[src/rtl/bit_serializer_if.sv]
// Handshake and serial-stream bundle for bit_serializer.
// The master side supplies words; the slave side is the serializer.
interface bit_serializer_if #(
  parameter int unsigned WIDTH = 8
);
  logic [WIDTH-1:0] in_data;
  logic             in_valid;
  logic             in_ready;
  logic             ser_data;
  logic             ser_valid;
  logic             frame_done;
  logic             busy;

  modport master (
    output in_data, in_valid,
    input  in_ready, ser_data, ser_valid, frame_done, busy
  );

  modport slave (
    input  in_data, in_valid,
    output in_ready, ser_data, ser_valid, frame_done, busy
  );
endinterface

[src/rtl/bit_serializer.sv]
// Parallel-to-serial front end: one WIDTH-bit word in over valid/ready, one bit out per clk.
// Optional feature macro PARITY_EN appends an even-parity bit after each word.
module bit_serializer #(
  parameter int unsigned WIDTH     = 8,
  parameter bit          MSB_FIRST = 1'b1
) (
  input  logic             clk,
  input  logic             rst,
  bit_serializer_if.slave  bus
);
  localparam int unsigned CNT_W = $clog2(WIDTH);
  localparam logic [CNT_W-1:0] LAST = CNT_W'(WIDTH - 1);

  typedef enum logic [1:0] {
    IDLE,
    SHIFT
`ifdef PARITY_EN
    , PARITY
`endif
  } state_t;

  state_t           state_q, state_d;
  logic [CNT_W-1:0] cnt_q, cnt_d;
  logic [WIDTH-1:0] sreg_q, sreg_d;
  logic             ser_data_q, ser_data_d;
  logic             ser_valid_q, ser_valid_d;
  logic             frame_done_q, frame_done_d;
  logic             in_ready_c;
  logic             accept;
`ifdef PARITY_EN
  logic             parity_q, parity_d;
`endif

  // Bit that leaves the word first, and the word with that bit consumed
  function automatic logic first_bit(input logic [WIDTH-1:0] w);
    return MSB_FIRST ? w[WIDTH-1] : w[0];
  endfunction

  function automatic logic [WIDTH-1:0] consume(input logic [WIDTH-1:0] w);
    return MSB_FIRST ? (w << 1) : (w >> 1);
  endfunction

  always_comb begin
    in_ready_c = 1'b0;
    if (!rst) begin
      case (state_q)
        IDLE:    in_ready_c = 1'b1;
`ifdef PARITY_EN
        SHIFT:   in_ready_c = 1'b0;
        PARITY:  in_ready_c = 1'b1;
`else
        SHIFT:   in_ready_c = (cnt_q == LAST);
`endif
        default: in_ready_c = 1'b0;
      endcase
    end
  end

  assign accept = bus.in_valid & in_ready_c;

  // Next state and next registered outputs; an accept always reloads, whatever the state
  always_comb begin
    state_d      = state_q;
    cnt_d        = cnt_q;
    sreg_d       = sreg_q;
    ser_data_d   = 1'b0;
    ser_valid_d  = 1'b0;
    frame_done_d = 1'b0;
`ifdef PARITY_EN
    parity_d     = parity_q;
`endif
    case (state_q)
      IDLE: ;
      SHIFT: begin
        if (cnt_q != LAST) begin
          cnt_d       = cnt_q + CNT_W'(1);
          sreg_d      = consume(sreg_q);
          ser_data_d  = first_bit(sreg_q);
          ser_valid_d = 1'b1;
`ifndef PARITY_EN
          frame_done_d = (cnt_d == LAST);
`endif
        end else begin
`ifdef PARITY_EN
          state_d      = PARITY;
          ser_data_d   = parity_q;
          ser_valid_d  = 1'b1;
          frame_done_d = 1'b1;
`else
          state_d = IDLE;
`endif
        end
      end
`ifdef PARITY_EN
      PARITY: state_d = IDLE;
`endif
      default: state_d = IDLE;
    endcase

    if (accept) begin
      state_d      = SHIFT;
      cnt_d        = '0;
      sreg_d       = consume(bus.in_data);
      ser_data_d   = first_bit(bus.in_data);
      ser_valid_d  = 1'b1;
      frame_done_d = 1'b0;
`ifdef PARITY_EN
      parity_d     = ^bus.in_data;
`endif
    end
  end

  always_ff @(posedge clk) begin
    if (rst) begin
      state_q      <= IDLE;
      cnt_q        <= '0;
      sreg_q       <= '0;
      ser_data_q   <= 1'b0;
      ser_valid_q  <= 1'b0;
      frame_done_q <= 1'b0;
`ifdef PARITY_EN
      parity_q     <= 1'b0;
`endif
    end else begin
      state_q      <= state_d;
      cnt_q        <= cnt_d;
      sreg_q       <= sreg_d;
      ser_data_q   <= ser_data_d;
      ser_valid_q  <= ser_valid_d;
      frame_done_q <= frame_done_d;
`ifdef PARITY_EN
      parity_q     <= parity_d;
`endif
    end
  end

  assign bus.in_ready   = in_ready_c;
  assign bus.ser_data   = ser_data_q;
  assign bus.ser_valid  = ser_valid_q;
  assign bus.frame_done = frame_done_q;
  assign bus.busy       = (state_q != IDLE);
endmodule

[src/flat_wrapper.sv]
// flat-port wrapper written by rule: the top's interface ports become plain ports
module bit_serializer_flat 
#(
  parameter int unsigned WIDTH     = 8,
  parameter bit          MSB_FIRST = 1'b1
)
  (clk, rst, bus_in_data, bus_in_valid, bus_in_ready, bus_ser_data, bus_ser_valid, bus_frame_done, bus_busy);
  bit_serializer_if #(.WIDTH(WIDTH)) bus_i ();
  input  logic clk;
  input  logic rst;
  input wire logic [$bits(bus_i.in_data)-1:0] bus_in_data;
  input wire logic [$bits(bus_i.in_valid)-1:0] bus_in_valid;
  output wire logic [$bits(bus_i.in_ready)-1:0] bus_in_ready;
  output wire logic [$bits(bus_i.ser_data)-1:0] bus_ser_data;
  output wire logic [$bits(bus_i.ser_valid)-1:0] bus_ser_valid;
  output wire logic [$bits(bus_i.frame_done)-1:0] bus_frame_done;
  output wire logic [$bits(bus_i.busy)-1:0] bus_busy;
  assign bus_i.in_data = bus_in_data;
  assign bus_i.in_valid = bus_in_valid;
  assign bus_in_ready = bus_i.in_ready;
  assign bus_ser_data = bus_i.ser_data;
  assign bus_ser_valid = bus_i.ser_valid;
  assign bus_frame_done = bus_i.frame_done;
  assign bus_busy = bus_i.busy;
  bit_serializer #(.WIDTH(WIDTH), .MSB_FIRST(MSB_FIRST)) u_core (.clk(clk), .rst(rst), .bus(bus_i));
endmodule
[config.mk]
export PLATFORM = sky130hd
export DESIGN_NAME = bit_serializer_flat
export DESIGN_NICKNAME = d
export VERILOG_FILES = /design/src/rtl/bit_serializer_if.sv /design/src/rtl/bit_serializer.sv /design/src/flat_wrapper.sv
export SDC_FILE = /design/constraint.sdc
export NUM_CORES = 1
export LEC_CHECK = 0
export ABC_AREA = 1
export BUFFER_PORTS_ARGS = -buffer_cell sky130_fd_sc_hd__buf_4
export CAP_MARGIN = 20
export CORE_UTILIZATION = 50
export CTS_CLUSTER_SIZE = 25
export DETAILED_ROUTE_END_ITERATION = 6
export GPL_TIMING_DRIVEN = 0
export PLACE_DENSITY_LB_ADDON = 0.08
export SLEW_MARGIN = 15
export SYNTH_ARGS = -nofsm -noshare
export SYNTH_HDL_FRONTEND = slang
export SYNTH_SLANG_ARGS = --single-unit
[constraint.sdc]
create_clock -name clk -period 1.8 [get_ports clk]
set_clock_uncertainty 0.05 [all_clocks]
set_input_delay 0.36 -clock clk [delete_from_list [all_inputs] [get_ports clk]]
set_output_delay 0.36 -clock clk [all_outputs]
set_load 0.02 [all_outputs]
==> reports/metrics.yaml, run 1 <==
outcome:
  status: "completed"
run:
  maxCapViolCount: 0
pwr:
  finalPower_mw: 0.618
  peakVddDrop_mv: 0.511
  leakage_nw: 0.417
  p_per_area_mw_per_mm2: 728
worst_setup_path:
  cp-start-kind: "flip-flop"
  reg2reg_to: "u_core.cnt_q[0]"
  r2r.worst_path.cells: 8
  critical_path.startpoint: "u_core.cnt_q[0]"
  crit_path_max_fanout: 3
  r2r_start: "u_core.cnt_q[0]"
  ff2ff_setup_slack_ns: 0.24
  cp-end-kind: "primary output"
  crit_type: "reg2out"
  crit_required_ns: 1.39
  arrival_ns: 1.32
synth:
  synth-main-ff-cell: "dfxtp_1"
  syn_inst: 94
  synthTopCellsByCount: "23 x nor2_1, 21 x nand2_1, 14 x dfxtp_1, 9 x inv_1, 6 x nand4_1"
  synth_nets: 108
  postSynthAreaPerCell_um2: 7.15
  synth_top_area_share: 0.417
  synth_area_leaders: "dfxtp_1 42%, nor2_1 13%, nand2_1 12%"
  yosys.area.top_type: "dfxtp_1"
  seq_area_frac_synth: 0.417
  synth_edf_count: 0
  synth.most_common_cell: "nor2_1"
  synth_seq_cells: 14
  async_reset_ff_frac: 0
  synth_area_um2: 672
  synth_cell_types: 18
  yosys_warnings: 0
clock_network:
  root_buffer: "clkbuf_4"
  clock_sinks: 14
  clkTransAtPathRegs_ns: 0.08
  htree_levels: 1
  clk-insertion-delay-late_ns: 0.28
  ctsHoldBuffers: 0
  clock_path_buffers: 2
  cts_made_buffers: 3
  cts_tree: "done"
route:
  routed_wl_mm: 1.37
  dr.pass1.iters: 6
  drtIter0Drc: 23
  ant_nets: 0
  viasPerCell: 4.91
  num_vias: 623
  avgRoutedWirePerCell_um: 10.8
  drc: 0
floorplanning:
  dieArea_mm2: 0.00149
  pin_count: 16
  die_w_um: 38.7
  fp.dieH_um: 38.7
  initial_utilization: 0.574
  placeableCoreArea_mm2: 0.00117
  rows: 12
sta:
  timing_hold_violations_final: 0
  fmax_ghz: 0.579
  drv_slew: 0
  worst_pin_slew_ns: 0.240
  rsz0062_at_grt: "false"
  min_period_over_period: 0.959
  fin_crit_ns: 1.73
  hold_ws_ns: 0.299
  tns_ns: 0
  fin_ws_ns: 0.0730
  relSlewSlack: 0.840
  setup_viol: 0
worst_hold_path:
  whs_endpoint: "u_core.bus.ser_data"
  min-delay-start: "bus_in_data[7]"
  hold_class: "in2reg"
  hold_path_depth: 3
global_route:
  grt_use_total: 0.210
  grt_pass1_wl_mm: 2.06
  grt_pass1_vias: 464
  antenna_found_initial: 0
  overflow: 0
  grt_start_max_net_pins: 11
place:
  placed_cells: 122
  hpwl_um: 914
  placed_area_um2: 795
  place_congestion: 0.787
  pre_cts_ws_ns: 0.187
  portBuffers: 14
finish:
  stdcell_count: 127
  final_area_um2: 848
  final_core_util: 0.724
  areaGrowthSynthToFinish_pct: 26.3
  fill_cells: 113
  n_antenna_cell: 0
  fin_nets: 129
  final_layout_size_suffix_gt1_frac: 0.292
[logic make-up (layout without fill, tap and decap cells)]
group / count (synthesis) / count (layout) / share of synthesized area
adders and majority gates: 3 / 3 / 0.0559
DFF: 14 / 14 / 0.417
AOI/OAI and AO/OA: 6 / 6 / 0.0708
buffers and inverters: 17 / 36 / 0.114
and+or+nand+nor: 54 / 54 / 0.343
[worst max-delay path by stage]
stage	depth (start not counted)	endpoint
final	7	bus_in_ready
after global routing	7	bus_in_ready
after CTS	7	bus_in_ready
after detailed placement	7	bus_in_ready
after global placement	7	bus_in_ready
after floorplan	6	bus_in_ready
[cell type report]
type / count / area [um2] / area share
sequential: 14 / 283 / 0.333
buffer: 3 / 23.8 / 0.0280
inverter: 14 / 57.6 / 0.0678
multi-input combinational: 63 / 320 / 0.378
tap: 14 / 17.5 / 0.0206
timing repair buffer: 16 / 124 / 0.146
clock buffer: 3 / 22.5 / 0.0265
[critical path, cell delays in order, from the launching register on]
cell,delay [ns]
dfxtp_2,0.33
ha_1,0.19
ha_1,0.18
inv_2,0.06
nand2_4,0.06
inv_6,0.06
nor2_4,0.03
buf_6,0.12
[registers in the layout, indices dropped and copies added (netlist names)]
name                   count
u_core.sreg_q              7
u_core.cnt_q               3
u_core.bus.frame_done      1
u_core.bus.ser_data        1
u_core.bus.ser_valid       1
u_core.state_q             1
[layout by cell type (no fill, tap or decap), types with 2 or more instances in the layout]
cell	count
a21oi_1	2
nand4_1	6
nand2_1	21
dfxtp_2	2
buf_6	2
inv_2	4
nand3_1	2
buf_4	16
ha_1	3
dfxtp_1	12
nor2_1	23
inv_1	9
clkbuf_4	3
[timing repair]
item,4_1_cts,5_1_grt
buffers inserted,1,1
gates resized for setup,4,2
endpoints found under the setup margin,1,1
[where the power goes]
part	internal, mW	switching (mW)	leakage (nW)
sequential	0.323	0.00673	0.115
clock	0.0777	0.0987	0.0138
combinational	0.0495	0.0625	0.289
total	0.450	0.168	0.417
[per-layer routing]
layer | wire [um] | vias to the layer above | track usage
met3 | 98 | 2 | 0.0405
met1 | 635 | 270 | 0.283
met4 | 23 | 0 | 0.103
met5 | 0 | - | 0
li1 | - | 327 | -
met2 | 610 | 24 | 0.317
Power figures use the tool's default switching activity.
==> run 2, diff against run 1 <==
- ABC_AREA: 1 -> not set
- CORE_AREA: not set -> 2 2 39 41
- CORE_UTILIZATION: 50 -> not set
- DIE_AREA: not set -> 0 0 41 43
==> run 2 against run 1 <==
Global-route usage decreased by 5.2 points. Sequential share of layout area increased by 0.65 points. Cell count decreased by 22%. Synthesized cell count decreased by 33%. Largest power group unchanged. Die area increased by 18%. Worst setup slack got worse by 0.0078 ns. Flip-flop and latch count unchanged. Sequential power increased by 3%. Final area decreased by 1.9%. Critical path depth decreased by 1.
==> reports/metrics.yaml, run 2 <==
sta:
  worst_pin_slew_ns: 0.196  # -0.0435 ns
  rsz0062_at_grt: "false"
  min_period_over_period: 0.964  # +0.00431
  hold_ws_ns: 0.237  # -0.0616 ns
  drv_slew: 0  # unchanged
  relSlewSlack: 0.868  # +0.0288
  fmax_ghz: 0.576  # -0.45%
  tns_ns: 0  # unchanged
  setup_viol: 0  # unchanged
  fin_crit_ns: 1.73  # +0.00775 ns
  timing_hold_violations_final: 0  # unchanged
finish:
  n_antenna_cell: 0  # unchanged
  layout_common_cells: "17 x buf_4, 12 x dfxtp_1, 10 x nor2_1, 7 x mux2i_1, 6 x a211oi_1"
  top_regs: "u_core.sreg_q (7), u_core.cnt_q (3)"
  final_layout_size_suffix_gt1_frac: 0.373  # +0.0815
  final_common_cell: "buf_4"
  multi_input_area_um2: 317  # -1.2%
  regArea_um2: 283  # unchanged
  stdcell_count: 99  # -22%
  fin_nets: 98  # -24%
  top_register: "u_core.sreg_q"
  fill_cells: 128  # +13%
  largest_register_ffs: 7  # unchanged
  final_core_util: 0.601  # -0.123
  areaGrowthSynthToFinish_pct: 32.5
clock_network:
  clock_sinks: 14  # unchanged
  clock_path_buffers: 2  # unchanged
  ctsHoldBuffers: 0  # unchanged
  root_buffer: "clkbuf_4"
  clk-insertion-delay-late_ns: 0.28  # about the same
  cts_made_buffers: 3  # unchanged
  cts_tree: "done"
  clkTransAtPathRegs_ns: 0.09  # about the same
  htree_levels: 1  # unchanged
global_route:
  grt_pass1_wl_mm: 1.85  # -10%
  grt_use_total: 0.158  # -0.0521
  overflow: 0  # unchanged
  grt_pass1_vias: 451  # -2.8%
  grt_start_max_net_pins: 11  # unchanged
  antenna_found_initial: 0  # unchanged
synth:
  syn_inst: 63  # -33%
  postSynthAreaPerCell_um2: 9.97  # +39%
  async_reset_ff_frac: 0  # unchanged
  synth_cell_types: 17  # -1
  synth_seq_cells: 14  # unchanged
  synth_edf_count: 0  # unchanged
  synthTopCellsByCount: "14 x dfxtp_1, 10 x nor2_1, 7 x mux2i_1, 6 x a211oi_1"
  synth-main-ff-cell: "dfxtp_1"
  synth_nets: 77  # -29%
  seq_area_frac_synth: 0.446  # +0.0291
  synth.most_common_cell: "dfxtp_1"
  synth_top_area_share: 0.446  # +0.0291
  yosys_warnings: 0  # unchanged
  synth_area_um2: 628  # -6.5%
  synth_area_leaders: "dfxtp_1 45%, mux2i_1 11%, a211oi_1 7.2%"
  yosys.area.top_type: "dfxtp_1"
worst_setup_path:
  crit_type: "reg2out"
  crit_path_max_fanout: 3  # unchanged
  cp-end-kind: "primary output"
  crit_required_ns: 1.39  # about the same
  cp-start-kind: "flip-flop"
  arrival_ns: 1.32  # about the same
route:
  ant_nets: 0  # unchanged
  drc: 0  # unchanged
  routed_wl_mm: 1.14  # -16%
  avgRoutedWirePerCell_um: 11.5  # +7.3%
  num_vias: 499  # -20%
  viasPerCell: 5.04  # +2.7%
  dr.pass1.iters: 3  # -3
  drtIter0Drc: 4  # -83%
floorplanning:
  initial_utilization: 0.454  # -0.120
  rows: 14  # +2
  fp.dieH_um: 43  # +11%
  pin_count: 16  # unchanged
  placeableCoreArea_mm2: 0.00138  # +18%
  die_w_um: 41  # +6.1%
  dieArea_mm2: 0.00176  # +18%
pwr:
  finalPower_mw: 0.676  # +9.5%
  p_per_area_mw_per_mm2: 813  # +12%
  peakVddDrop_mv: 0.398  # -22%
  leakage_nw: 0.367  # -12%
place:
  hpwl_um: 796  # -13%
  portBuffers: 15  # +1
  placed_cells: 94  # -23%
  place_congestion: 0.703  # -11%
outcome:
  status: "completed"
worst_hold_path:
  hold_class: "in2reg"
run:
  maxCapViolCount: 0  # unchanged
## run 2: cell count changes after synthesis, sizes merged, moves of 2 or more
cell / delta
a211oi: +6
buf: +2
inv: -13
mux2i: +7
nand2: -18
nand2b: +2
nand3b: +2
nand4: -6
nor2: -14
nor3: +2
o21ai: -2
## run 2: logic make-up (layout without fill, tap and decap cells)
| kind of cell | after synthesis | after routing | synth area share |
|---|---|---|---|
| flops | 14 | 14 | 0.446 |
| mux | 7 | 7 | 0.112 |
| simple gates | 23 | 23 | 0.183 |
| compound gates | 10 | 10 | 0.110 |
| buf+inv | 6 | 26 | 0.0896 |
| fa+ha+maj | 3 | 3 | 0.0598 |
## run 2: worst paths after layout
kind	start	endpoint	slack, ns	cells past startpoint
worst max register to register	u_core.cnt_q[1]	u_core.cnt_q[0]	0.33	7
worst max-delay path	u_core.cnt_q[1]	bus_in_ready	0.07	6
worst min register to register	u_core.sreg_q[7]	u_core.bus.ser_data	0.41	2
worst min-delay path	rst	u_core.sreg_q[4]	0.24	2
## run 2: through the flow
step	instance area [um2]	worst slack, ns
6_report	832	0.0652
5_1_grt	832	0.0114
4_1_cts	807	0.0209
3_5_place_dp	761	0.266
3_3_place_gp	761	0.267
2_1_floorplan	628	0.286
## run 2: repair_timing
action | 4_1_cts | 5_1_grt
setup endpoints to repair | 1 | 1
hold endpoints to repair | 0 | 0
resized for setup | 1 | 5
setup buffers | 1 | 0
## run 2: cell type report
cell class / instances / share of cell area
Sequential cell: 14 / 0.340
Multi-Input combinational cell: 43 / 0.380
Inverter: 1 / 0.00451
Buffer: 5 / 0.0632
Timing Repair Buffer: 16 / 0.144
Clock buffer: 4 / 0.0436
Tap cell: 16 / 0.0241
## run 2: critical path, stage by stage (launching register included)
cell and delay, ns:
dfxtp_2 0.35, ha_4 0.16, ha_4 0.16, nor2b_4 0.11
buf_6 0.10, nor2_1 0.03, buf_4 0.15
## run 2: routing by layer
metal / wire, um / vias to the layer above / GRT usage
met5: 0 / - / 0
met4: 9 / 0 / 0.100
met3: 66 / 2 / 0.0314
met2: 551 / 13 / 0.241
met1: 515 / 227 / 0.192
li1: - / 257 / -
## run 2: power by group
| group | internal, mW | total (mW) | switching (mW) |
|---|---|---|---|
| Clock | 0.123 | 0.225 | 0.103 |
| Combinational | 0.0593 | 0.111 | 0.0514 |
| Sequential | 0.330 | 0.340 | 0.0104 |
| Total | 0.512 | 0.676 | 0.164 |
